**config.mk**
```make
export PLATFORM = sky130hd
export DESIGN_NAME = kernel_run_ctrl
export DESIGN_NICKNAME = d
export VERILOG_FILES = /design/src/rtl/kernel_run_ctrl.sv
export SDC_FILE = /design/constraint.sdc
export NUM_CORES = 1
export LEC_CHECK = 0
export ABC_AREA = 1
export BUFFER_PORTS_ARGS = -buffer_cell sky130_fd_sc_hd__buf_4
export CAP_MARGIN = 20
export CORE_MARGIN = 2
export CORE_UTILIZATION = 47
export DETAILED_ROUTE_END_ITERATION = 10
export GPL_ROUTABILITY_DRIVEN = 0
export PLACE_DENSITY_LB_ADDON = 0.2
export SETUP_SLACK_MARGIN = 0.05
export SLEW_MARGIN = 20
export SYNTH_ARGS = -nofsm -noshare
export SYNTH_HDL_FRONTEND = slang
export SYNTH_SLANG_ARGS = --single-unit
```
**constraint.sdc**
```tcl
create_clock -name data_clk -period 2.1 [get_ports data_clk]
set_input_delay 0.42 -clock data_clk [delete_from_list [all_inputs] [get_ports data_clk]]
set_output_delay 0.42 -clock data_clk [all_outputs]
set_load 0.01 [all_outputs]
```
**src/rtl/kernel_run_ctrl.sv**
```systemverilog
// Kernel run controller: start edge detect, single launch pulse, masked done collection,
// ap_ctrl_hs / ap_ctrl_chain handshake and run cycle counter. Optional watchdog: KERNEL_RUN_CTRL_TIMEOUT_EN.
module kernel_run_ctrl #(
  parameter int unsigned C_NUM_CHANNELS = 3,
  parameter int unsigned C_CLS_WIDTH    = 32,
  parameter int unsigned C_CNT_WIDTH    = 48
) (
  input  logic                                       data_clk,
  input  logic                                       data_rst_n,
  input  logic                                       ap_start,
  input  logic                                       ap_continue,
  output logic                                       ap_idle,
  output logic                                       ap_ready,
  output logic                                       ap_done,
  input  logic                                       ctrl_chain_i,
  input  logic [C_NUM_CHANNELS-1:0]                  chan_mask_i,
  input  logic [C_NUM_CHANNELS*C_CLS_WIDTH-1:0]      cfg_cls_i,
  output logic [C_NUM_CHANNELS*(C_CLS_WIDTH+6)-1:0]  cfg_bytes_o,
  output logic                                       ctrl_start_o,
  input  logic [C_NUM_CHANNELS-1:0]                  chan_done_i,
  input  logic [C_CNT_WIDTH-1:0]                     timeout_cycles_i,
  output logic [C_CNT_WIDTH-1:0]                     run_cycles_o,
  output logic                                       timed_out_o
);

  localparam int unsigned N  = C_NUM_CHANNELS;
  localparam int unsigned BW = C_CLS_WIDTH + 6;

  localparam logic [2:0] S_IDLE   = 3'd0;
  localparam logic [2:0] S_LAUNCH = 3'd1;
  localparam logic [2:0] S_RUN    = 3'd2;
  localparam logic [2:0] S_DONE   = 3'd3;
  localparam logic [2:0] S_HOLD   = 3'd4;

  logic [2:0]         state_q, state_d;
  logic               start_r_q, start_r_d;
  logic               chain_q, chain_d;
  logic [N-1:0]       mask_q, mask_d;
  logic [N-1:0]       sticky_q, sticky_d;
  logic [N*BW-1:0]    bytes_q, bytes_d;
  logic [C_CNT_WIDTH-1:0] cnt_q, cnt_d;
  logic               timed_out_q, timed_out_d;
  logic               ap_idle_q, ap_idle_d;
  logic               ap_ready_q, ap_ready_d;
  logic               ap_done_q, ap_done_d;
  logic               launch_q, launch_d;

  logic                   start_edge_c;
  logic                   all_done_c;
  logic [C_CNT_WIDTH-1:0] cnt_inc_c;
  logic                   timeout_hit_c;

  assign start_edge_c = ap_start & ~start_r_q;
  // A done arriving this cycle completes its channel immediately.
  assign all_done_c   = &(sticky_q | chan_done_i | ~mask_q);
  assign cnt_inc_c    = (cnt_q == {C_CNT_WIDTH{1'b1}}) ? cnt_q : cnt_q + C_CNT_WIDTH'(1);

`ifdef KERNEL_RUN_CTRL_TIMEOUT_EN
  // Limit compares against the count including the current cycle, so a timed-out run reports exactly the limit.
  assign timeout_hit_c = (timeout_cycles_i != '0) && (cnt_inc_c >= timeout_cycles_i);
`else
  logic unused_timeout;
  assign unused_timeout = ^timeout_cycles_i;
  assign timeout_hit_c  = 1'b0;
`endif

  // Next-state and datapath update
  always_comb begin
    state_d     = state_q;
    start_r_d   = ap_start;
    chain_d     = chain_q;
    mask_d      = mask_q;
    sticky_d    = sticky_q;
    bytes_d     = bytes_q;
    cnt_d       = cnt_q;
    timed_out_d = timed_out_q;
    case (state_q)
      S_IDLE: begin
        if (start_edge_c) begin
          chain_d     = ctrl_chain_i;
          mask_d      = chan_mask_i;
          sticky_d    = '0;
          cnt_d       = '0;
          timed_out_d = 1'b0;
          for (int unsigned i = 0; i < N; i++) begin
            bytes_d[i*BW +: BW] = {cfg_cls_i[i*C_CLS_WIDTH +: C_CLS_WIDTH], 6'b0};
          end
          state_d = S_LAUNCH;
        end
      end
      S_LAUNCH: begin
        cnt_d   = cnt_inc_c;
        state_d = S_RUN;
      end
      S_RUN: begin
        cnt_d    = cnt_inc_c;
        sticky_d = sticky_q | chan_done_i;
        if (all_done_c) begin
          state_d = S_DONE;
        end else if (timeout_hit_c) begin
          state_d     = S_DONE;
          timed_out_d = 1'b1;
        end
      end
      S_DONE: begin
        if (!chain_q || ap_continue) state_d = S_IDLE;
        else                         state_d = S_HOLD;
      end
      S_HOLD: begin
        if (ap_continue) state_d = S_IDLE;
      end
      default: state_d = S_IDLE;
    endcase
    ap_idle_d  = (state_d == S_IDLE);
    ap_ready_d = (state_d == S_LAUNCH);
    launch_d   = (state_d == S_LAUNCH);
    ap_done_d  = (state_d == S_DONE) || (state_d == S_HOLD);
  end

  always_ff @(posedge data_clk) begin
    if (!data_rst_n) begin
      state_q     <= S_IDLE;
      start_r_q   <= 1'b0;
      chain_q     <= 1'b0;
      mask_q      <= '0;
      sticky_q    <= '0;
      bytes_q     <= '0;
      cnt_q       <= '0;
      timed_out_q <= 1'b0;
      ap_idle_q   <= 1'b1;
      ap_ready_q  <= 1'b0;
      ap_done_q   <= 1'b0;
      launch_q    <= 1'b0;
    end else begin
      state_q     <= state_d;
      start_r_q   <= start_r_d;
      chain_q     <= chain_d;
      mask_q      <= mask_d;
      sticky_q    <= sticky_d;
      bytes_q     <= bytes_d;
      cnt_q       <= cnt_d;
      timed_out_q <= timed_out_d;
      ap_idle_q   <= ap_idle_d;
      ap_ready_q  <= ap_ready_d;
      ap_done_q   <= ap_done_d;
      launch_q    <= launch_d;
    end
  end

  assign ap_idle      = ap_idle_q;
  assign ap_ready     = ap_ready_q;
  assign ap_done      = ap_done_q;
  assign ctrl_start_o = launch_q;
  assign cfg_bytes_o  = bytes_q;
  assign run_cycles_o = cnt_q;
  assign timed_out_o  = timed_out_q;

endmodule

```
==> summary.txt, run 1 <==
Power and ir drop
  • PD cells: 750 nW/um2
  • Power share of the combinational group: roughly 18%
  • Net Sw Frac: between 20% and 30%
  • Part of the total power dissipated in sequential elements: 43.7%
  • Leakage power figure: between 4 and 5 nW
  • Cell internal power dissipation: around 5.4 mW
  • Power consumption: 7.63 mW
  • Maximum ir drop on the vdd rail: 0.577 mV
  • Switching power total: ~2.2 mW
  • Clock network fraction of design power: about two fifths

Timing
  • Setup TNS: 0 ns
  • Slew @ Worst Pin: 0.918 ns
  • Final worst path period need: 1.93 ns
  • Crit path setup slack, layout: around 0.17 ns
  • Worst hold-check slack: 0.174 ns
  • Tcrit/Tclk final: 92.1%
  • Final-report max-slew violation count: 0
  • Setup violators final: 0
  • Fmax: ~0.52 GHz
  • Setup repair after global routing missed its margin: no
  • Worst Clk Skew: 0.00796 ns
  • Endpoints failing hold: 0
  • Relative slew margins: between 30% and 40%

Global route
  • Global routing usage summed across all routing layers: around 28%
  • Wire length of the first global-routing pass: 35.5 mm
  • Initial antenna violation count: 1
  • Via count of the first global-routing pass: approximately 7400
  • Total overflow reported by the global router: 0
  • Pin count of the biggest net entering global routing: ~100

Die
  • Number of primary I/O pins: 322
  • Floorplan core area: 15000 um2
  • Die span in x: 127 um
  • Die Height: around 130 um
  • Row Count: 45
  • Total die area: 16200 um2
  • Effective utilization at floorplan: 47.6%

Synthesis
  • Fraction of the mapped netlist area in compound gates: about 12%
  • Synth warnings: 0
  • Post-synth design cell area: 7150 um2
  • Simple logic cell fraction of the synthesized area: around a third
  • Most instantiated flip-flop cell in the synthesis netlist: dfxtp_1
  • Unique masters post-synth: 32
  • Mux share of post-synthesis cell area: 0%
  • Sequential fraction of the synthesis area: between 40% and 50%
  • Average cell area after synthesis: 6.79 um2
  • #FFs+latches synth: 158
  • Adder-cell area share of the yosys netlist: 0.175%
  • Number of enable flip-flop cells after synthesis: 0
  • FFs w/ async S/R, synth: 0%
  • Post-Syn Instances: ~1100
  • Largest family of logic cells by synthesized area: simple AND/OR/NAND/NOR gates
  • Xor and xnor fraction of the mapped netlist area: 0.735%

Clocking
  • Clock Sinks: 158
  • Insertion delay of the later-clocked pin in the worst-skew pair: 0.43 ns
  • Post-CTS clock slew at the launch and capture registers of the worst setup and hold paths: roughly 0.060 ns
  • Inserted Clock Buffers: 17
  • Bufs on Longest Clock Path: 2
  • Root buffer cell: clkbuf_16
  • Hold Buf Count CTS: 0
  • Clock tree from TritonCTS: yes
  • H-tree levels: 4

Route
  • Highest metal layer with signal wires: met4
  • Routed wl met2: 11.3 mm
  • Metal3 WL: 2.21 mm
  • Total via count after detailed routing: between 7000 and 8000
  • Avg Vias per Cell: 5.06
  • Total Routed Length: 23.2 mm
  • DRC violation count after routing: 0
  • Post-detailed-route count of antenna-violating nets: 0
  • Pre-antenna DRT Iters: 5
  • Wire length the detailed router placed on met1: 9.01 mm
  • Drt first-iter violations: 525
  • Post-detailed-route wirelength per cell: ~15 um

Placed design
  • Post-Place Worst Slack: -0.0260 ns
  • Detailed placer's ending HPWL: 16.4 mm
  • Buffers added on ports: 254

Setup path
  • WP data required: approximately 2.5 ns
  • Critical path data arrival time: about 2.3 ns
  • Critical path startpoint category: flip-flop
  • Critical setup path kind: reg -> reg
  • CP endpoint kind: flip-flop
  • Critical path fanouts, max: 19

Finish
  • Area delta synth->final: 42.2%
  • Commonest non-fill, non-tap cells in the layout: 326 x buf_4, 309 x nor2_1, 186 x nand2_1
  • Leading cell type in the layout, fill and taps excluded: buf_4
  • Fraction of layout cells with a size suffix above 1: 28.5%
  • Final-stage net count: 1510

Hold path
  • Tightest Hold Check Type: in -> reg

Outcome
  • Status: finished clean

Run
  • MaxCap Viol Count: 0
==> sequential cells by signal (all words and copies together) (netlist names) <==
name and flops:
ap_done 1, ap_idle 1, cfg_bytes_o 96, chain_q 1, ctrl_start_o 1, mask_q 3, run_cycles_o 48, start_r_q 1
state_q 3, sticky_q 3
==> per-stage QoR <==
step | cell area [um2] | cells | utilization (%)
4_1_cts | 10100 | 1546 | 67.0
6_report | 10200 | 1556 | 67.6
3_5_place_dp | 9520 | 1514 | 63.3
5_1_grt | 10200 | 1556 | 67.6
2_1_floorplan | 7220 | 1072 | -
3_3_place_gp | 9510 | 1514 | 63.3
==> final timing paths <==
path	from	to	slack, ns	depth (start not counted)
worst max-delay path	state_q[1]$_SDFF_PN0_	run_cycles_o[14]$_SDFFE_PN0P_	0.17	9
worst min-delay path	ap_start	start_r_q$_SDFF_PN0_	0.17	3
worst max register to register	state_q[1]$_SDFF_PN0_	run_cycles_o[14]$_SDFFE_PN0P_	0.17	9
worst min register to register	sticky_q[2]$_SDFFE_PN0P_	sticky_q[2]$_SDFFE_PN0P_	0.47	2
==> worst max-delay path, cell delays in order (launching register included) <==
cell and delay [ns]:
dfxtp_1 0.32, nor2_1 0.25, nor2_2 0.08, buf_4 0.15, nor2_2 0.26, inv_1 0.27, nand2_8 0.16, buf_12 0.16
nand2_1 0.07, a21oi_1 0.14
==> kinds of logic after synthesis <==
group / Yosys count
xor+xnor: 6
simple gates: 608
other cells: 1
fa+ha+maj: 1
buf+inv: 121
compound gates: 159
flops: 158
==> layout make-up <==
| type | count | area (um2) |
|---|---|---|
| clock inverter | 13 | 104 |
| antenna | 1 | 2.50 |
| tap | 188 | 235 |
| fill | 1334 | 4860 |
| inverter | 54 | 204 |
| timing repair buffer | 328 | 2480 |
| sequential | 158 | 3160 |
| clock buffer | 19 | 443 |
| multi-input combinational | 795 | 3540 |
==> Yosys cell counts, types with 2 or more instances <==
cell type  instances  area share, %
nand3_1           57            4.0
xor2_1             6           0.73
o21ai_0          102            7.1
nand2_4            2           0.31
buf_2             11           0.77
nor2_4             3           0.47
nor2_1           315             17
o31ai_1            3           0.31
a21oi_1           44            3.1
nand4_1           19            1.7
buf_4             21            2.2
nor2_2             4           0.35
inv_1             52            2.7
nand2_1          186            9.8
clkbuf_1          30            1.6
nand3b_1           5           0.52
nand2_2            2           0.17
buf_6              4           0.63
nor3_1             6           0.42
dfxtp_1          158             44
o21bai_1           8           0.84
or2_2              6           0.52
==> power by group through the flow <==
stage / sequential, mW / clock [mW] / combinational (mW)
floorplan: 3.49 / 0 / 0.621
global placement: 3.39 / 0 / 1.32
detailed placement: 3.40 / 0 / 1.33
CTS: 3.34 / 2.94 / 1.34
global route: 3.36 / 3.08 / 1.51
finish: 3.34 / 2.91 / 1.38
==> metal layers <==
layer	global-route usage (%)	up-vias
met5	0	-
met4	12.9	0
met3	9.72	62
met2	46.8	326
met1	31.8	3551
li1	-	3942
==> repair_timing <==
action | CTS | global route
resized for setup | 1 | 9
cloned | 0 | 2
endpoints found under the hold margin | 0 | 0
endpoints found under the setup margin | 54 | 29
pin swaps | 0 | 4
buffers inserted | 0 | 7
Note: power is estimated with default switching activity, not from simulation.
==> run 2: changes to the inputs <==
--- a/config.mk
+++ b/config.mk
@@ -5,11 +5,11 @@
 export SDC_FILE = /design/constraint.sdc
 export NUM_CORES = 1
 export LEC_CHECK = 0
-export ABC_AREA = 1
+export ABC_AREA = 0
 export BUFFER_PORTS_ARGS = -buffer_cell sky130_fd_sc_hd__buf_4
 export CAP_MARGIN = 20
 export CORE_MARGIN = 2
-export CORE_UTILIZATION = 47
+export CORE_UTILIZATION = 46
 export DETAILED_ROUTE_END_ITERATION = 10
 export GPL_ROUTABILITY_DRIVEN = 0
 export PLACE_DENSITY_LB_ADDON = 0.2
==> summary.txt, run 2 <==
Outcome
  • Status: finished clean

Synthesis
  • Post-Syn Instances: 785 (-26%)
  • Largest family of logic cells by synthesized area: simple AND/OR/NAND/NOR gates
  • Synth warnings: 0 (unchanged)
  • #FFs+latches synth: 158 (unchanged)
  • Unique masters post-synth: 48 (+50%)
  • Cell taking the most area after synthesis: dfxtp_1
  • Adder-cell area share of the yosys netlist: 0.188% (+0.013 points)
  • Number of enable flip-flop cells after synthesis: 0 (unchanged)
  • Cell with the most instances after synthesis: nand2_1
  • FFs w/ async S/R, synth: 0% (unchanged)
  • Area share of the largest cell type after synthesis: 47.6% (+3.4 points)
  • Most instantiated flip-flop cell in the synthesis netlist: dfxtp_1
  • Mux share of post-synthesis cell area: 0% (unchanged)
  • Average cell area after synthesis: 8.46 um2 (+25%)
  • Xor and xnor fraction of the mapped netlist area: 3.16% (+2.4 points)
  • Post-synth design cell area: 6640 um2 (-7.1%)
  • Leading cell types by total area after synthesis: dfxtp_1 48%, nand2_1 13%, a21boi_0 12%
  • Simple logic cell fraction of the synthesized area: 24.6% (-11 points)
  • Sequential fraction of the synthesis area: 47.6% (+3.4 points)
  • Top post-synthesis cells by count: 224 x nand2_1, 158 x dfxtp_1, 102 x a21boi_0
  • Fraction of the mapped netlist area in compound gates: 18.7% (+7.1 points)

Run
  • MaxCap Viol Count: 0 (unchanged)

Power and ir drop
  • PD cells: 748 nW/um2 (-0.20%)
  • Maximum ir drop on the vdd rail: 0.681 mV (+18%)
  • Leakage power figure: 4.15 nW (-7.1%)

Setup path
  • Critical path fanouts, max: 8 (-11)
  • Critical path data arrival time: 2.40 ns (+0.11 ns)
  • Critical setup path kind: reg -> reg
  • Worst-case register-to-register setup slack: 0.06 ns (-0.10 ns)
  • Critical path startpoint category: flip-flop
  • WP data required: 2.46 ns (about the same)
  • CP endpoint kind: flip-flop

Timing
  • Fmax: 0.491 GHz (-5.1%)
  • Final worst path period need: 2.04 ns (+0.104 ns)
  • Tcrit/Tclk final: 97.0% (+4.9 points)
  • Crit path setup slack, layout: 0.0620 ns (-0.104 ns)
  • Worst Clk Skew: 0.00953 ns (+0.00157 ns)
  • Setup repair after global routing missed its margin: yes
  • Slew @ Worst Pin: 0.545 ns (-0.373 ns)
  • Endpoints failing hold: 0 (unchanged)
  • Setup violators final: 0 (unchanged)
  • Relative slew margins: 63.7% (+25 points)
  • Worst hold-check slack: 0.210 ns (+0.0365 ns)
  • Final-report max-slew violation count: 0 (unchanged)

Clocking
  • Inserted Clock Buffers: 17 (unchanged)
  • Clock Sinks: 158 (unchanged)
  • Bufs on Longest Clock Path: 2 (unchanged)
  • Clock tree from TritonCTS: yes
  • Hold Buf Count CTS: 0 (unchanged)
  • Insertion delay of the later-clocked pin in the worst-skew pair: 0.43 ns (about the same)
  • Post-CTS clock slew at the launch and capture registers of the worst setup and hold paths: 0.07 ns (about the same)
  • Root buffer cell: clkbuf_16
  • H-tree levels: 4 (unchanged)

Die
  • Die Height: 124 um (-2.5%)
  • Floorplan core area: 14000 um2 (-6.9%)
  • Total die area: 15400 um2 (-5.0%)
  • Die span in x: 124 um (-2.5%)
  • Effective utilization at floorplan: 47.5% (-0.096 points)
  • Row Count: 43 (-4.4%)
  • Number of primary I/O pins: 322 (unchanged)

Placed design
  • Placed inst area: 9010 um2 (-5.3%)
  • Buffers added on ports: 254 (unchanged)
  • Detailed placer's ending HPWL: 13.4 mm (-19%)
  • Post-Place Worst Slack: -0.00262 ns (+0.0234 ns)

Route
  • Total Routed Length: 19.0 mm (-18%)
  • Drt first-iter violations: 295 (-44%)
  • DRC violation count after routing: 0 (unchanged)
  • Avg Vias per Cell: 5.04 (-0.48%)
  • Post-detailed-route count of antenna-violating nets: 0 (unchanged)
  • Post-detailed-route wirelength per cell: 14.9 um (-0.22%)
  • Total via count after detailed routing: 6437 (-18%)
  • Pre-antenna DRT Iters: 4 (-1)

Finish
  • Multi-input logic area: 3290 um2 (-6.8%)
  • Finished layout cell area: 9770 um2 (-4.0%)
  • Fill count: 1154 (-13%)
  • FF+latch area: 3180 um2 (+0.51%)
  • Commonest non-fill, non-tap cells in the layout: 325 x buf_4, 223 x nand2_1, 145 x dfxtp_1
  • Final-stage net count: 1240 (-18%)
  • Leading cell type in the layout, fill and taps excluded: buf_4
  • Fraction of layout cells with a size suffix above 1: 37.0% (+8.6 points)
  • Number of diodes: 0 (-1)
  • Area delta synth->final: 47.0%
  • Post-Route Utilization: 69.8% (+2.2 points)
  • Flip-flop count of the largest register after layout: 96 (unchanged)

Global route
  • Initial antenna violation count: 0 (-1)
  • Wire length of the first global-routing pass: 29.4 mm (-17%)
  • Total overflow reported by the global router: 0 (unchanged)
  • Via count of the first global-routing pass: 6129 (-17%)
  • Pin count of the biggest net entering global routing: 101 (-2.9%)
  • Global routing usage summed across all routing layers: 24.6% (-3.3 points)

Hold path
  • Tightest Hold Check Type: in -> reg
run 2: final cells by class:
type / instances / share of cell area [%]
clock inverters: 11 / 0.858
flip-flops and latches: 158 / 32.6
inverters: 5 / 0.192
clock buffers: 21 / 4.82
well taps: 180 / 2.31
multi-input cells: 573 / 33.7
repair buffers: 329 / 25.5
run 2: power breakdown:
group | total (mW) | internal [mW] | leakage (nW) | switching, mW
logic | 1.16 | 0.552 | 2.59 | 0.608
clock network | 2.88 | 1.61 | 0.262 | 1.27
registers | 3.27 | 3.18 | 1.29 | 0.0926
total | 7.31 | 5.34 | 4.15 | 1.97
run 2: what timing repair did:
| action | CTS | global route |
|---|---|---|
| resized for setup | 5 | 32 |
| pin swaps | 4 | 20 |
| cloned | 0 | 0 |
| endpoints found under the setup margin | 7 | 33 |
| setup buffers | 4 | 5 |
run 2: final timing paths:
path | depth (start not counted) | startpoint | end
max | 7 | run_cycles_o[11]$_SDFFE_PN0P_ | run_cycles_o[42]$_SDFFE_PN0P_
min | 2 | ap_start | start_r_q$_SDFF_PN0_
max reg2reg | 7 | run_cycles_o[11]$_SDFFE_PN0P_ | run_cycles_o[42]$_SDFFE_PN0P_
min reg2reg | 2 | cfg_bytes_o[18]$_SDFFE_PN0P_ | cfg_bytes_o[18]$_SDFFE_PN0P_
run 2: cell families after synthesis:
group           count (synthesis)
simple gates                  352
compound gates                177
flops                         158
buf+inv                        72
xor+xnor                       24
fa+ha+maj                       1
other cells                     1
run 2: critical path, stage by stage (launching register included):
cell,delay [ns]
dfxtp_2,0.33
nand4_1,0.22
nor4_4,0.40
buf_4,0.17
and3_4,0.19
nand3_4,0.10
or4_4,0.43
a21oi_2,0.12
run 2: per-stage QoR:
stage                     total power [mW]  instances   TNS, ns
final                                 7.31       1277         0
after global routing                  7.62       1277  -0.00884
after CTS                             7.34       1272         0
after detailed placement              4.47       1236  -0.00494
after global placement                4.46       1236         0
after floorplan                       3.89        803         0
run 2: routing by layer:
metal | part of all wire, % | track usage, %
met5 | 0 | 0
met3 | 8.7 | 9.94
met1 | 39 | 27.0
met4 | 2.3 | 9.97
met2 | 50 | 42.0
==> run 3: changes to the inputs <==
==> constraint.sdc (replaced) <==
create_clock -name data_clk -period 2.2 [get_ports data_clk]
set_input_delay 0.44 -clock data_clk [delete_from_list [all_inputs] [get_ports data_clk]]
set_output_delay 0.44 -clock data_clk [all_outputs]
set_load 0.01 [all_outputs]
==> summary.txt, run 3 (same netlist as run 2, synthesis figures left out) <==
Global route
  • Initial antenna violation count: 0 (unchanged)
  • Global routing usage summed across all routing layers: 24.1% (-0.41 points)
  • Pin count of the biggest net entering global routing: 101 (unchanged)
  • Wire length of the first global-routing pass: 28.7 mm (-2.2%)
  • Total overflow reported by the global router: 0 (unchanged)
  • Via count of the first global-routing pass: 5863 (-4.3%)

Clocking
  • Inserted Clock Buffers: 17 (unchanged)
  • Hold Buf Count CTS: 0 (unchanged)
  • Insertion delay of the later-clocked pin in the worst-skew pair: 0.43 ns (about the same)
  • Post-CTS clock slew at the launch and capture registers of the worst setup and hold paths: 0.06 ns (about the same)
  • Bufs on Longest Clock Path: 2 (unchanged)
  • H-tree levels: 4 (unchanged)
  • Clock tree from TritonCTS: yes
  • Clock Sinks: 158 (unchanged)
  • Root buffer cell: clkbuf_16

Placed design
  • Cell Count Post-Placement: 1221 (-1.2%)
  • Detailed placer's ending HPWL: 13.2 mm (-1.3%)
  • Buffers added on ports: 254 (unchanged)
  • Post-Place Worst Slack: 0.0748 ns (+0.0774 ns)

Setup path
  • Worst path top cell family by delay: simple AND/OR/NAND/NOR gates
  • Length in cells of the worst reg-to-reg path: 7 (unchanged)
  • Endpoint of the most critical register-to-register path: run_cycles_o[19]$_SDFFE_PN0P_
  • Instance count on the critical path: 7 (unchanged)
  • Critical path startpoint category: flip-flop
  • Worst-case register-to-register setup slack: 0.11 ns (+0.05 ns)
  • Crit path cell chain: and4_4 -> nand4_2 -> or4_4 -> o21ai_4 -> buf_4 -> xor2_1 -> nor2_1
  • Critical setup path kind: reg -> reg
  • Critical path data arrival time: 2.39 ns (about the same)
  • Worst reg2reg path startpoint: run_cycles_o[35]$_SDFFE_PN0P_
  • Delay of the slowest cell on the worst path: 0.58 ns (+0.15 ns)
  • CP endpoint kind: flip-flop
  • Critical path buffers and inverters: 1 (unchanged)
  • Critical path fanouts, max: 7 (-1)
  • WP data required: 2.50 ns (+0.04 ns)
  • Critical-path cell with the highest stage delay: or4_4

Timing
  • Tcrit/Tclk final: 94.9% (-2.1 points)
  • Setup repair after global routing missed its margin: yes
  • Setup TNS: 0 ns (unchanged)
  • Setup violators final: 0 (unchanged)
  • Final-report max-slew violation count: 0 (unchanged)
  • Fmax: 0.479 GHz (-2.4%)
  • Crit path setup slack, layout: 0.112 ns (+0.0499 ns)
  • Final worst path period need: 2.09 ns (+0.0501 ns)
  • Worst Clk Skew: 0.0183 ns (+0.00873 ns)
  • Endpoints failing hold: 0 (unchanged)

Route
  • Avg Vias per Cell: 5.02 (-0.48%)
  • Post-detailed-route count of antenna-violating nets: 0 (unchanged)
  • Metal3 WL: 1.74 mm (+5.6%)
  • Drt first-iter violations: 365 (+24%)
  • Wire length the detailed router placed on met1: 7.16 mm (-2.5%)
  • Pre-antenna DRT Iters: 5 (+1)
  • Highest metal layer with signal wires: met4
  • Total via count after detailed routing: 6301 (-2.1%)
  • DRC violation count after routing: 0 (unchanged)
  • Post-detailed-route wirelength per cell: 14.9 um (+0.20%)
  • Routed wl met2: 9.40 mm (-1.9%)
  • Total Routed Length: 18.7 mm (-1.4%)

Finish
  • Final-stage net count: 1219 (-1.7%)
  • Post-Route Utilization: 68.2% (-1.6 points)
  • Post-Layout Cell Count: 1256 (-1.6%)
  • Fraction of layout cells with a size suffix above 1: 34.0% (-3.0 points)
  • Fill count: 1170 (+1.4%)
  • Area delta synth->final: 43.7%
  • Number of diodes: 0 (unchanged)
  • Flip-flop count of the largest register after layout: 96 (unchanged)
  • Leading cell type in the layout, fill and taps excluded: buf_4
  • Commonest non-fill, non-tap cells in the layout: 304 x buf_4, 223 x nand2_1, 153 x dfxtp_1

Die
  • Total die area: 15400 um2 (unchanged)
  • Effective utilization at floorplan: 47.5% (unchanged)
  • Number of primary I/O pins: 322 (unchanged)
  • Row Count: 43 (unchanged)
  • Floorplan core area: 14000 um2 (unchanged)
  • Die Height: 124 um (unchanged)
  • Die span in x: 124 um (unchanged)

Hold path
  • Worst hold path endpoint: start_r_q$_SDFF_PN0_
  • Tightest Hold Check Type: in -> reg
  • Beginning of the worst hold path: ap_start
  • Min-Delay Path Depth: 2 (unchanged)

Power and ir drop
  • Leakage power figure: 4.05 nW (-2.4%)
  • Maximum ir drop on the vdd rail: 0.567 mV (-17%)
  • Power consumption: 6.94 mW (-5.0%)
  • PD cells: 728 nW/um2 (-2.8%)

Run
  • MaxCap Viol Count: 0 (unchanged)

Outcome
  • Status: finished clean
## run 3: how the worst max path moves through the flow
stage / start / endpoint / slack (ns)
after floorplan: run_cycles_o[32]$_SDFFE_PN0P_ / run_cycles_o[31]$_SDFFE_PN0P_ / 0.14
after global placement: run_cycles_o[35]$_SDFFE_PN0P_ / run_cycles_o[31]$_SDFFE_PN0P_ / 0.1
after detailed placement: run_cycles_o[35]$_SDFFE_PN0P_ / run_cycles_o[31]$_SDFFE_PN0P_ / 0.07
after CTS: run_cycles_o[0]$_SDFFE_PN0P_ / run_cycles_o[46]$_SDFFE_PN0P_ / 0.09
after global routing: run_cycles_o[1]$_SDFFE_PN0P_ / run_cycles_o[46]$_SDFFE_PN0P_ / 0.05
final: run_cycles_o[35]$_SDFFE_PN0P_ / run_cycles_o[19]$_SDFFE_PN0P_ / 0.11
## run 3: routing by layer
metal	up-vias	GRT usage, %
met1	2877	26.3
met4	0	10.3
met5	-	0
met2	211	40.4
met3	29	11.1
li1	3184	-
## run 3: worst register-to-register path: stages (launching register included)
cell     delay, ns
dfxtp_2       0.35
and4_4        0.27
nand4_2       0.12
or4_4         0.58
o21ai_4       0.24
buf_4         0.17
xor2_1        0.15
nor2_1        0.07
## run 3: cell type report
type	instances	area, um2	area share, %
inverters	5	18.8	0.197
clock inverters	12	86.3	0.905
clock buffers	20	467	4.89
flip-flops and latches	158	3170	33.2
repair buffers	308	2360	24.8
well taps	180	225	2.36
multi-input cells	573	3220	33.7
## run 3: stage by stage
stage | cell area [um2] | hold slack (ns)
floorplan | 6710 | 0.432
global placement | 8930 | 0.450
detailed placement | 8930 | 0.456
CTS | 9490 | 0.214
global route | 9540 | 0.215
finish | 9540 | 0.229
## run 3: what timing repair did
item	in CTS	in global routing
setup buffers	0	3
endpoints found under the setup margin	1	15
hold endpoints to repair	0	0
gates cloned	0	0
gates resized for setup	1	11
pin swaps	0	5
## run 3: where the power goes
| part | total, mW | internal, mW | switching, mW |
|---|---|---|---|
| Combinational | 1.08 | 0.507 | 0.572 |
| Clock | 2.75 | 1.54 | 1.21 |
| Sequential | 3.12 | 3.03 | 0.0870 |
| Total | 6.94 | 5.07 | 1.87 |
